File: config.mk
export PLATFORM = sky130hd
export DESIGN_NAME = uart_rx_fsm
export DESIGN_NICKNAME = d
export VERILOG_FILES = /design/src/rtl/uart_rx_fsm.sv
export SDC_FILE = /design/constraint.sdc
export NUM_CORES = 1
export LEC_CHECK = 0
export CAP_MARGIN = 20
export CORE_MARGIN = 4
export CORE_UTILIZATION = 39
export DETAILED_ROUTE_END_ITERATION = 8
export PLACE_DENSITY = 0.76
export SYNTH_ARGS = -nofsm -noshare
export SYNTH_HDL_FRONTEND = slang
export SYNTH_SLANG_ARGS = --single-unit
File: constraint.sdc
create_clock -name CLK -period 1.5 [get_ports CLK]
set_input_delay 0.375 -clock CLK [delete_from_list [all_inputs] [get_ports CLK]]
set_output_delay 0.375 -clock CLK [all_outputs]
set_load 0.01 [all_outputs]
File: src/rtl/uart_rx_fsm.sv
// UART receiver frame sequencer: start/data/parity/stop sequencing at 8x oversampling.
// Optional saturating error counter enabled by defining UART_RX_ERR_CNT_EN.
module uart_rx_fsm #(
  parameter int DATA_WIDTH = 8
) (
  input  logic       CLK,
  input  logic       RST,
  input  logic       RX_IN,
  input  logic       PAR_EN,
  input  logic       PAR_TYP,
  input  logic [2:0] edge_cnt,
  input  logic [3:0] bit_cnt,
  input  logic       sampled_bit,
  output logic       cnt_enable,
  output logic       sample_en,
  output logic       deser_en,
  output logic       data_valid,
  output logic       par_err,
  output logic       stp_err,
  output logic       busy,
  output logic [2:0] state_dbg
`ifdef UART_RX_ERR_CNT_EN
  ,
  output logic [7:0] err_cnt
`endif
);

  typedef enum logic [2:0] {
    IDLE   = 3'd0,
    START  = 3'd1,
    DATA   = 3'd2,
    PARITY = 3'd3,
    STOP   = 3'd4,
    DONE   = 3'd5
  } state_t;

  localparam logic [3:0] LAST_BIT = 4'(DATA_WIDTH);

  state_t state, next_state;
  logic   acc;
  logic   par_en_q;
  logic   par_typ_q;
  logic   bend;
  logic   start_det;
  logic   glitch;

  assign cnt_enable = (state == START) || (state == DATA) ||
                      (state == PARITY) || (state == STOP);
  assign sample_en  = cnt_enable;
  assign busy       = cnt_enable;
  assign bend       = cnt_enable && (edge_cnt == 3'd7);
  assign state_dbg  = state;

  always_comb begin
    next_state = state;
    deser_en   = 1'b0;
    data_valid = 1'b0;
    start_det  = 1'b0;
    glitch     = 1'b0;
    case (state)
      IDLE: begin
        if (!RX_IN) begin
          next_state = START;
          start_det  = 1'b1;
        end
      end
      START: begin
        if (bend) begin
          if (sampled_bit) begin
            next_state = IDLE;
            glitch     = 1'b1;
          end else begin
            next_state = DATA;
          end
        end
      end
      DATA: begin
        if (bend) begin
          deser_en = 1'b1;
          if (bit_cnt == LAST_BIT) next_state = par_en_q ? PARITY : STOP;
        end
      end
      PARITY: if (bend) next_state = STOP;
      STOP:   if (bend) next_state = DONE;
      DONE: begin
        data_valid = ~par_err & ~stp_err;
        // A low line in DONE is already the next frame's start bit.
        if (!RX_IN) begin
          next_state = START;
          start_det  = 1'b1;
        end else begin
          next_state = IDLE;
        end
      end
      default: next_state = IDLE;
    endcase
  end

  always_ff @(posedge CLK) begin
    if (RST) begin
      state     <= IDLE;
      acc       <= 1'b0;
      par_en_q  <= 1'b0;
      par_typ_q <= 1'b0;
      par_err   <= 1'b0;
      stp_err   <= 1'b0;
    end else begin
      state <= next_state;
      if (start_det) begin
        par_en_q  <= PAR_EN;
        par_typ_q <= PAR_TYP;
        acc       <= 1'b0;
        par_err   <= 1'b0;
        stp_err   <= 1'b0;
      end
      if (state == DATA && bend)   acc     <= acc ^ sampled_bit;
      if (state == PARITY && bend) par_err <= (sampled_bit != (acc ^ par_typ_q));
      if (state == STOP && bend)   stp_err <= ~sampled_bit;
    end
  end

`ifdef UART_RX_ERR_CNT_EN
  logic err_event;
  assign err_event = ((state == DONE) && (par_err | stp_err)) || glitch;

  always_ff @(posedge CLK) begin
    if (RST) begin
      err_cnt <= 8'd0;
    end else if (err_event && (err_cnt != 8'hFF)) begin
      err_cnt <= err_cnt + 8'd1;
    end
  end
`endif

endmodule

==> results_dict.tcl, run 1 <==
set metrics [dict create \
    status "complete, no violations" \
    design_area_um2 951 \
    num_vias 565 \
    cts_tree "built" \
    criticalPathCategory "flip-flop to output pin" \
    final_nets 110 \
    ff2ff_setup_slack_ps 100 \
    synth_top_area_share_pct 29.0 \
    power_density_nw_per_um2 1270 \
    dr.first_iter.drc_count 3 \
    n_fill_cell 102 \
    syn_nets 74 \
    path_cells "nand2b_4, nor4b_2, buf_2" \
    cap_viol_max_count 0 \
    worst_pin_slew_ps 306 \
    worstRegToRegCells 5 \
    synth_area_leaders "dfxtp_1, buf_6, mux2i_1" \
    ys_seq_area_share_pct 29.0 \
    routed_wl_mm 1.47 \
    register_area_um2 171 \
    rows 13 \
    drtPass1Iterations 2 \
    synth.largest_area_cell "dfxtp_1" \
    grt_pass1_wl_mm 2.35 \
    slew_headroom_pct 79.3 \
    synth_cell_types 32 \
    clk_latency_ps 250 \
    cts_sinks 8 \
    dp_hpwl_mm 1.16 \
    n_antenna_cell 0 \
    syn_area_um2 552 \
    antenna_found_initial 0 \
    cts_max_path_buffers 2 \
    io_pins 23 \
    min_to "par_typ_q$_SDFFE_PP0P_" \
    start_util_pct 41.9 \
    leakagePower_uw 0.000448 \
    rsz0062_at_grt "true" \
    min_from "par_typ_q$_SDFFE_PP0P_" \
    syn_area_per_cell_um2 9.05 \
    die_h_um 45.6 \
    peakVddDrop_uv 826 \
    grt_util_all_layers_pct 16.2 \
    wire_per_inst_um 13.3 \
    hold_viol_final 0 \
    drc 0 \
    clockRootBuffer "clkbuf_4" \
    dieArea_um2 2080 \
    power_frac_comb_pct 60.5 \
    start_kind "flip-flop" \
    cp_max_fo 4 \
    r2r-end "stp_err$_SDFFE_PP0P_" \
    numCtsBuffers 3 \
    min_path_type "flip-flop to flip-flop" \
    drive_gt1_share_pct 43.2 \
    area_delta_synth_final_pct 72.3 \
    fp.coreArea_um2 1320 \
    seq_power_share_pct 25.8 \
    clock.fmax_mhz 672 \
    layout_min_cycle_time_ps 1490 \
    cp.required_ps 1120 \
    pwr-share-clk_pct 13.7 \
    setup_viol 0 \
    clk_pin_slew_worst_paths_ps 50 \
    crit_arrival_ps 1110 \
    multiInputGateArea_um2 397 \
    ys_ff_latch 8 \
    grt_overflow_total 0 \
    slowest_delay_ps 360 \
    finClkSkew_ps 1.85 \
    gp_congestion 0.783 \
    p_switching_uw 432 \
    whs_path_depth 2 \
    grt_pass1_vias 552 \
    grt_start_max_net_pins 11 \
    htree_levels 1 \
    min_period_over_period_pct 99.2 \
    die_width_um 45.6 \
    end_kind "output pin" \
    place_area_um2 852 \
    p_sw_share_pct 35.7 \
    maxSlewViolCount 0 \
    tns_ps 0 \
    port-buffer-count 22 \
    fin_hold_ws_ps 537 \
    viasPerCell 5.14 \
    postSynthCellCount 61 \
    antenna_left 0 \
    cpMaxStageDelayCell "dfxtp_4" \
    p_int_uw 777 \
    yosysWarnings 0 \
    r2r_start "state_dbg[1]$_SDFFE_PP0P_" \
]
## metal layers
layer | global-route usage (%) | wire length (um) | share of wire, % | vias to the layer above
li1 | - | - | - | 287
met1 | 17.3 | 533 | 36 | 265
met2 | 28.1 | 833 | 57 | 13
met3 | 7.11 | 98 | 6.7 | 0
met4 | 5.26 | 0 | 0 | 0
met5 | 0 | 0 | 0 | -
## flip-flops by register name, indices dropped and copies added (netlist names)
register   flops
state_dbg      3
par_typ_q      1
stp_err        1
par_err        1
par_en_q       1
acc            1
## stage by stage
stage / instances / power, uW / utilization (%) / setup slack (ps)
2_1_floorplan: 61 / 706 / - / 108
3_3_place_gp: 106 / 949 / 64.7 / -578
3_5_place_dp: 106 / 961 / 64.7 / -596
4_1_cts: 109 / 1100 / 65.9 / -102
5_1_grt: 110 / 1300 / 72.2 / -45.8
6_report: 110 / 1210 / 72.2 / 12.5
## power by group through the flow
stage	Clock [uW]	Combinational, uW	Sequential [uW]
detailed placement	0	670	291
floorplan	0	413	293
global placement	0	659	291
finish	166	731	312
CTS	172	631	298
global route	191	785	319
## repair_timing
item | CTS | global route
setup endpoints to repair | 11 | 10
resized for setup | 30 | 22
hold buffers | 0 | 0
pin swaps | 1 | 7
buffers inserted | 0 | 1
## area by class of cell
cell class / instances / share of cell area (%)
Tap cell: 15 / 1.97
Clock buffer: 3 / 2.37
Sequential cell: 8 / 18.0
Timing Repair Buffer: 38 / 35.9
Multi-Input combinational cell: 46 / 41.7
## kinds of logic (layout without fill, tap and decap cells)
kind of cell	Yosys count	in the layout	share of synthesized area (%)
mux	4	4	7.48
simple gates	28	28	30.2
xor+xnor	4	4	7.71
compound gates	10	10	15.2
flops	8	8	29.0
buf+inv	7	41	10.4
## worst max-delay path by stage
stage | depth (start not counted) | to | slack [ps] | from
floorplan | 4 | cnt_enable | 110 | state_dbg[1]$_SDFFE_PP0P_
global route | 4 | deser_en | -50 | state_dbg[2]$_SDFFE_PP0P_
CTS | 3 | busy | -100 | state_dbg[2]$_SDFFE_PP0P_
detailed placement | 4 | deser_en | -600 | edge_cnt[1]
finish | 3 | data_valid | 10 | state_dbg[1]$_SDFFE_PP0P_
global placement | 4 | deser_en | -580 | edge_cnt[2]
## cell usage after synthesis, drive strengths merged
cell,instances
a21oi,3
a32o,1
a32oi,1
a41o,1
and3,2
and4b,1
buf,7
dfxtp,8
mux2,1
mux2i,3
nand2,3
nand2b,4
nand3,1
nand3b,1
nand4,1
nor2,8
nor3,1
nor3b,1
nor4b,2
o21ai,2
o21ba,1
o311ai,1
or2,2
or4,1
xnor2,3
xor2,1
## worst max-delay path: cells and delay by family, from the launching register on
family                 cells  cell delay [ps]
flip-flops                 1              360
AND/OR/NAND/NOR            2              340
buffers and inverters      1              160
## placed cells by master (no fill, tap or decap), types with 4 or more instances in the layout
cell type        netlist  final
buf_4                  2     14
dlygate4sd2_1          0      8
nor2_1                 6      6
dfxtp_1                8      5
clkdlybuf4s50_1        0      5
buf_6                  3      5
dlymetal6s2s_1         0      4
Note: power is estimated with default switching activity, not from simulation.
==> run 2, diff against run 1 <==
--- a/config.mk
+++ b/config.mk
@@ -10,6 +10,7 @@
 export CORE_UTILIZATION = 39
 export DETAILED_ROUTE_END_ITERATION = 8
 export PLACE_DENSITY = 0.76
+export RECOVER_POWER = 100
 export SYNTH_ARGS = -nofsm -noshare
 export SYNTH_HDL_FRONTEND = slang
 export SYNTH_SLANG_ARGS = --single-unit
==> results of run 2 <==
The final DEF is identical to that of run 1; final timing and power are the same.
